--- config.mk ---
export PLATFORM = sky130hd
export DESIGN_NAME = lru_tag_ctrl
export DESIGN_NICKNAME = d
export VERILOG_FILES = /design/src/rtl/lru_pkg.sv /design/src/rtl/lru_tag_cam.sv /design/src/rtl/lru_tag_ctrl.sv
export SDC_FILE = /design/constraint.sdc
export NUM_CORES = 1
export LEC_CHECK = 0
export BUFFER_PORTS_ARGS = -buffer_cell sky130_fd_sc_hd__clkbuf_2
export CORE_MARGIN = 4
export CORE_UTILIZATION = 65
export CTS_CLUSTER_SIZE = 30
export DETAILED_ROUTE_END_ITERATION = 8
export PLACE_DENSITY_LB_ADDON = 0.05
export SYNTH_ARGS = -nofsm -noshare
export SYNTH_HDL_FRONTEND = slang
export SYNTH_SLANG_ARGS = --single-unit
--- constraint.sdc ---
create_clock -name clk -period 4.45 [get_ports clk]
set_clock_uncertainty 0.05 [all_clocks]
set_input_delay 0.2225 -clock clk [delete_from_list [all_inputs] [get_ports clk]]
set_output_delay 0.2225 -clock clk [all_outputs]
set_load 0.005 [all_outputs]
--- src/rtl/lru_pkg.sv ---
// Shared defaults and controller state type for the LRU tag controller.
package lru_pkg;

    localparam int unsigned DEPTH_DEFAULT = 8;
    localparam int unsigned TAG_W_DEFAULT = 20;

    typedef enum logic [1:0] {
        StIdle,
        StLookup,
        StRefill,
        StResp
    } state_e;

endpackage

--- src/rtl/lru_tag_cam.sv ---
// Tag/valid store with fully parallel compare against a single lookup tag.
module lru_tag_cam
    import lru_pkg::*;
#(
    parameter int unsigned DEPTH = DEPTH_DEFAULT,
    parameter int unsigned TAG_W = TAG_W_DEFAULT
) (
    input  logic             clk,
    input  logic             rst,
    input  logic             clear_all,
    input  logic             wr_en,
    input  logic [DEPTH-1:0] wr_blk,
    input  logic [TAG_W-1:0] wr_tag,
    input  logic [TAG_W-1:0] cmp_tag,
    output logic [DEPTH-1:0] hit_vec,
    output logic             any_hit,
    output logic [DEPTH-1:0] first_inv,
    output logic             any_inv
);

    logic [DEPTH-1:0] valid_q;
    logic [TAG_W-1:0] tags_q [DEPTH];

    // Valid bits: reset and bulk invalidate clear them, a refill sets one.
    always_ff @(posedge clk) begin
        if (rst) begin
            valid_q <= '0;
        end else if (clear_all) begin
            valid_q <= '0;
        end else if (wr_en) begin
            valid_q <= valid_q | wr_blk;
        end
    end

    // Tag storage has no reset; an entry is meaningless until its valid bit is set.
    always_ff @(posedge clk) begin
        if (wr_en) begin
            for (int unsigned i = 0; i < DEPTH; i++) begin
                if (wr_blk[i]) begin
                    tags_q[i] <= wr_tag;
                end
            end
        end
    end

    // Parallel compare; invalid entries are masked so they never hit.
    always_comb begin
        hit_vec = '0;
        for (int unsigned i = 0; i < DEPTH; i++) begin
            hit_vec[i] = valid_q[i] && (tags_q[i] == cmp_tag);
        end
    end

    assign any_hit   = |hit_vec;
    // Isolate the lowest clear bit of the valid vector.
    assign first_inv = ~valid_q & (valid_q + DEPTH'(1));
    assign any_inv   = ~&valid_q;

endmodule

--- src/rtl/lru_tag_ctrl.sv ---
// Fully-associative tag controller: lookup, refill on miss, LRU update strobe.
module lru_tag_ctrl
    import lru_pkg::*;
#(
    parameter int unsigned DEPTH = DEPTH_DEFAULT,
    parameter int unsigned TAG_W = TAG_W_DEFAULT
) (
    input  logic             clk,
    input  logic             rst,
    input  logic             req_valid,
    output logic             req_ready,
    input  logic [TAG_W-1:0] req_tag,
    input  logic             inv_all,
    output logic             rsp_valid,
    output logic             rsp_hit,
    output logic [DEPTH-1:0] rsp_blk,
    output logic             refill_req_valid,
    output logic [TAG_W-1:0] refill_req_tag,
    output logic [DEPTH-1:0] refill_req_blk,
    input  logic             refill_ack,
    output logic             lru_update,
    output logic [DEPTH-1:0] lru_accessed_blk,
    input  logic [DEPTH-1:0] lru_victim_blk
);

    state_e           state_q, state_d;
    logic [TAG_W-1:0] tag_q, tag_d;
    logic [DEPTH-1:0] alloc_q, alloc_d;
    logic [DEPTH-1:0] rsp_blk_q, rsp_blk_d;
    logic             rsp_hit_q, rsp_hit_d;

    logic [DEPTH-1:0] hit_vec;
    logic [DEPTH-1:0] first_inv;
    logic             any_hit;
    logic             any_inv;
    logic             cam_clear;
    logic             cam_wr;
    logic             victim_onehot;

    lru_tag_cam #(
        .DEPTH(DEPTH),
        .TAG_W(TAG_W)
    ) u_cam (
        .clk      (clk),
        .rst      (rst),
        .clear_all(cam_clear),
        .wr_en    (cam_wr),
        .wr_blk   (alloc_q),
        .wr_tag   (tag_q),
        .cmp_tag  (tag_q),
        .hit_vec  (hit_vec),
        .any_hit  (any_hit),
        .first_inv(first_inv),
        .any_inv  (any_inv)
    );

    // The stack's victim is only trusted when it is a clean one-hot.
    assign victim_onehot = (lru_victim_blk != '0) &&
                           ((lru_victim_blk & (lru_victim_blk - DEPTH'(1))) == '0);

    // State and request context registers.
    always_ff @(posedge clk) begin
        if (rst) begin
            state_q   <= StIdle;
            tag_q     <= '0;
            alloc_q   <= '0;
            rsp_blk_q <= '0;
            rsp_hit_q <= 1'b0;
        end else begin
            state_q   <= state_d;
            tag_q     <= tag_d;
            alloc_q   <= alloc_d;
            rsp_blk_q <= rsp_blk_d;
            rsp_hit_q <= rsp_hit_d;
        end
    end

    // Next-state and output decode; outputs are zero unless their strobe is high.
    always_comb begin
        state_d          = state_q;
        tag_d            = tag_q;
        alloc_d          = alloc_q;
        rsp_blk_d        = rsp_blk_q;
        rsp_hit_d        = rsp_hit_q;
        req_ready        = 1'b0;
        rsp_valid        = 1'b0;
        rsp_hit          = 1'b0;
        rsp_blk          = '0;
        refill_req_valid = 1'b0;
        refill_req_tag   = '0;
        refill_req_blk   = '0;
        lru_update       = 1'b0;
        lru_accessed_blk = '0;
        cam_clear        = 1'b0;
        cam_wr           = 1'b0;

        unique case (state_q)
            StIdle: begin
                if (inv_all) begin
                    cam_clear = 1'b1;
                end else begin
                    req_ready = 1'b1;
                    if (req_valid) begin
                        tag_d   = req_tag;
                        state_d = StLookup;
                    end
                end
            end
            StLookup: begin
                if (any_hit) begin
                    lru_update       = 1'b1;
                    lru_accessed_blk = hit_vec;
                    rsp_hit_d        = 1'b1;
                    rsp_blk_d        = hit_vec;
                    state_d          = StResp;
                end else begin
                    if (any_inv) begin
                        alloc_d = first_inv;
                    end else if (victim_onehot) begin
                        alloc_d = lru_victim_blk;
                    end else begin
                        alloc_d = DEPTH'(1);
                    end
                    state_d = StRefill;
                end
            end
            StRefill: begin
                refill_req_valid = 1'b1;
                refill_req_tag   = tag_q;
                refill_req_blk   = alloc_q;
                if (refill_ack) begin
                    cam_wr           = 1'b1;
                    lru_update       = 1'b1;
                    lru_accessed_blk = alloc_q;
                    rsp_hit_d        = 1'b0;
                    rsp_blk_d        = alloc_q;
                    state_d          = StResp;
                end
            end
            StResp: begin
                rsp_valid = 1'b1;
                rsp_hit   = rsp_hit_q;
                rsp_blk   = rsp_blk_q;
                state_d   = StIdle;
            end
            default: state_d = StIdle;
        endcase

        // Reset abandons any request in flight: no strobes, no store updates.
        if (rst) begin
            req_ready        = 1'b0;
            rsp_valid        = 1'b0;
            rsp_hit          = 1'b0;
            rsp_blk          = '0;
            refill_req_valid = 1'b0;
            refill_req_tag   = '0;
            refill_req_blk   = '0;
            lru_update       = 1'b0;
            lru_accessed_blk = '0;
            cam_clear        = 1'b0;
            cam_wr           = 1'b0;
        end
    end

endmodule

==> impl_metrics.py <==
metrics = {
    "run_status": {
        "status": "finished clean",
    },
    "synth": {
        "synth_edf_count": 160,
        "synth_flop_cell": "edfxtp_1",
        "synth_common_cells": "160 x edfxtp_1, 122 x xnor2_1, 58 x nand4_1, 47 x dfxtp_1, 44 x nand2_1",
        "synth_area_um2": 9860,
        "synthCells": 793,
        "synth_cell_types": 47,
        "synth_area_leaders": "edfxtp_1 49%, xnor2_1 11%, dfxtp_1 9.5%",
        "synth_top_area_share_pct": 48.7,
        "async_reset_ff_share_pct": 0,
        "seq_area_frac_synth_pct": 58.3,
        "synthesis.nets": 830,
        "synth_top_area_cell": "edfxtp_1",
        "avgSynthCellArea_um2": 12.4,
        "ys_seq_elements": 207,
        "synthMostInstantiatedCell": "edfxtp_1",
        "ys_warn_count": 0,
    },
    "finish": {
        "n_antenna_cell": 0,
        "fin_area_um2": 11300,
        "finalNetCount": 932,
        "nFillCells": 935,
        "drive_above_1_share_pct": 18.9,
        "syn2layout_area_growth_pct": 14.1,
    },
    "cts": {
        "htree_levels": 1,
        "path_clk_slew_ns": 0.07,
        "clockBufferDepth": 3,
        "cts_root_buf": "clkbuf_16",
        "hold_buffers": 20,
        "cts_buffers": 21,
        "cts_tree": "done",
        "clock-sinks": 207,
        "cts_resized": 0,
        "worstSkewPairLatency_ns": 0.50,
        "post-cts-setup-buffer-count": 0,
    },
    "placement": {
        "dp_hpwl_um": 17800,
        "gp_congestion": 0.929,
        "numPortBuffers": 81,
        "placed_cell_area_um2": 10300,
    },
    "grt": {
        "met3_usage_pct": 4.17,
        "busiest_layer": "met2",
        "antenna_found_initial": 0,
        "grt_use_total_pct": 29.6,
        "grt_overflow": 0,
        "grt_max_degree": 55,
        "grt_pass1_wl_um": 39500,
        "first_global_vias": 6578,
        "grt_use_met1_pct": 40.6,
        "grt_use_met2_pct": 48.9,
    },
    "timing": {
        "post-route-period-util_pct": 84.8,
        "fmax_ghz": 0.265,
        "worst_slew_pin_slew_ns": 1.19,
        "rsz0062_at_grt": "no",
        "slew_headroom_pct": 20.3,
        "hold_viol": 0,
        "drv_slew": 0,
        "post-route-min-period_ns": 3.77,
        "hold_slack_ns": 0.191,
        "setup_viol": 0,
        "setup-tns-final_ns": 0,
    },
    "worst_hold_path": {
        "worstHoldPathCells": 4,
        "min_path_type": "input pin to register",
        "min_from": "lru_victim_blk[1]",
        "min_to": "alloc_q[1]$_SDFFE_PP0P_",
    },
    "worst_setup_path": {
        "path_class": "register to output pin",
        "cp.depth": 8,
        "critPathMaxStageDelay_ns": 1.01,
        "crit_slowest_cell": "dfxtp_1",
        "path_cells": "xnor2_2 > nand4_1 > nor4_1 > nand4b_1 > nand4_1 > o21ai_0 > a21oi_1 > clkbuf_2",
        "r2r-start": "tag_q[19]$_SDFFE_PP0P_",
        "worstPathRequired_ns": 4.18,
        "r2r_slack_ns": 1.02,
        "path_delay_family": "simple AND/OR/NAND/NOR gates",
        "start_kind": "register",
        "critPathBufInv": 1,
        "worstPathArrival_ns": 3.50,
        "cp_max_fo": 18,
        "rr_endpoint": "alloc_q[0]$_SDFFE_PP0P_",
        "reg2reg_depth": 8,
        "cp-end-kind": "output pin",
        "crit_top_cell": "nand4_1",
    },
    "floorplan": {
        "core_area_um2": 14700,
        "row_count": 44,
        "dieArea_um2": 17200,
        "die_x_um": 131,
        "die_height_um": 131,
        "start_util_pct": 67.1,
        "pin_count": 82,
    },
    "routing": {
        "wire_per_inst_um": 23.8,
        "viasPerCell": 6.23,
        "drt_iter0_drc": 856,
        "drc_errors": 0,
        "num_vias": 6821,
        "dr.pass1.iters": 5,
        "ant_nets": 0,
        "routed_wirelength_um": 26100,
    },
    "flow_run": {
        "maxCapViolCount": 0,
    },
    "pwr": {
        "p_leak_nw": 3.88,
        "irDropWorstVdd_mv": 0.361,
        "power.total_mw": 4.92,
        "p_per_area_nw_per_um2": 437,
    },
}
==> final cells by class <==
cell class                 instances  area (um^2)  share of cell area [%]
sequential                       207         5750                    51.1
multi-input combinational        524         3730                    33.1
timing repair buffer             121          756                    6.72
clock buffer                      24          547                    4.86
tap                              184          230                    2.05
clock inverter                    14          171                    1.52
inverter                          20         75.1                   0.667
==> state kept, by name, indices dropped and copies added, names as in the netlist <==
| name | flops |
|---|---|
| alloc_q | 8 |
| tag_q | 20 |
| u_cam.valid_q | 8 |
| state_q | 2 |
| rsp_blk_q | 8 |
| rsp_hit_q | 1 |
| u_cam.tags_q | 160 |
==> metrics by stage <==
step	instances	setup slack (ns)	utilization, %
after floorplan	793	1.81	-
after CTS	1094	0.742	76.5
after global placement	1036	1.10	70.3
after detailed placement	1036	1.09	70.3
after global routing	1094	0.569	76.5
final	1094	0.675	76.5
==> tightest hold or removal path: cells and delay by family <==
family	cells	cell delay, ns
muxes	1	0.15
AOI/OAI and AO/OA	2	0.22
buffers and inverters	1	0.12
==> layout by cell type, fill, tap and decap left out, types with 2 or more instances in the layout <==
cell,Yosys,layout
buf_4,0,20
and2_1,37,37
xnor2_1,122,122
nand4b_1,10,10
and4_4,2,2
dfxtp_1,47,47
a22oi_1,7,7
o21ai_0,4,4
ha_1,4,4
xor2_1,32,32
nor4_1,25,25
nor2_1,23,23
nor2b_1,11,10
clkinv_1,0,2
dlygate4sd3_1,0,20
nand4_1,58,58
o211ai_1,6,6
inv_1,20,20
xnor2_2,6,6
nand3b_1,4,4
nand2_1,44,44
clkinv_2,0,7
a21oi_1,40,40
nor3b_1,9,9
nand3_1,18,18
nor3_1,2,2
edfxtp_1,160,160
mux2_2,8,8
nand2b_1,5,5
clkbuf_16,0,21
bufinv_16,0,4
clkbuf_1,17,2
a221oi_2,8,8
and3_1,8,8
o22ai_1,8,8
clkbuf_2,0,81
or2_2,8,8
==> worst max-delay path by stage <==
| stage | start | end |
|---|---|---|
| finish | tag_q[1]$_SDFFE_PP0P_ | lru_update |
| global route | tag_q[19]$_SDFFE_PP0P_ | lru_update |
| CTS | tag_q[19]$_SDFFE_PP0P_ | lru_update |
| detailed placement | tag_q[19]$_SDFFE_PP0P_ | alloc_q[7]$_SDFFE_PP0P_ |
| global placement | tag_q[19]$_SDFFE_PP0P_ | alloc_q[4]$_SDFFE_PP0P_ |
| floorplan | state_q[0]$_SDFFE_PP0P_ | u_cam.tags_q[1][60]$_DFFE_PP_ |
==> where the power goes <==
group / internal (mW) / switching [mW] / leakage [nW]
Sequential: 2.18 / 0.134 / 1.86
Combinational: 0.294 / 0.470 / 1.66
Clock: 1.12 / 0.729 / 0.360
Total: 3.59 / 1.33 / 3.88
==> layer usage <==
layer | wire, um | vias to the layer above | share of wire, %
li1 | - | 3090 | -
met3 | 1780 | 65 | 6.8
met5 | 0 | - | 0
met2 | 12400 | 320 | 48
met4 | 984 | 0 | 3.8
met1 | 10900 | 3346 | 42
==> cell families (layout without fill, tap and decap cells) <==
group	Yosys count	in the layout	share of synthesized area (%)
and+or+nand+nor	272	272	16.1
DFF	207	207	58.3
xor gates and xnor gates	160	160	14.7
AOI/OAI and AO/OA	78	78	5.43
buffers and inverters	62	179	3.96
muxes	9	9	1.02
adders and majority gates	5	5	0.609
Note: power is estimated with default switching activity, not from simulation.
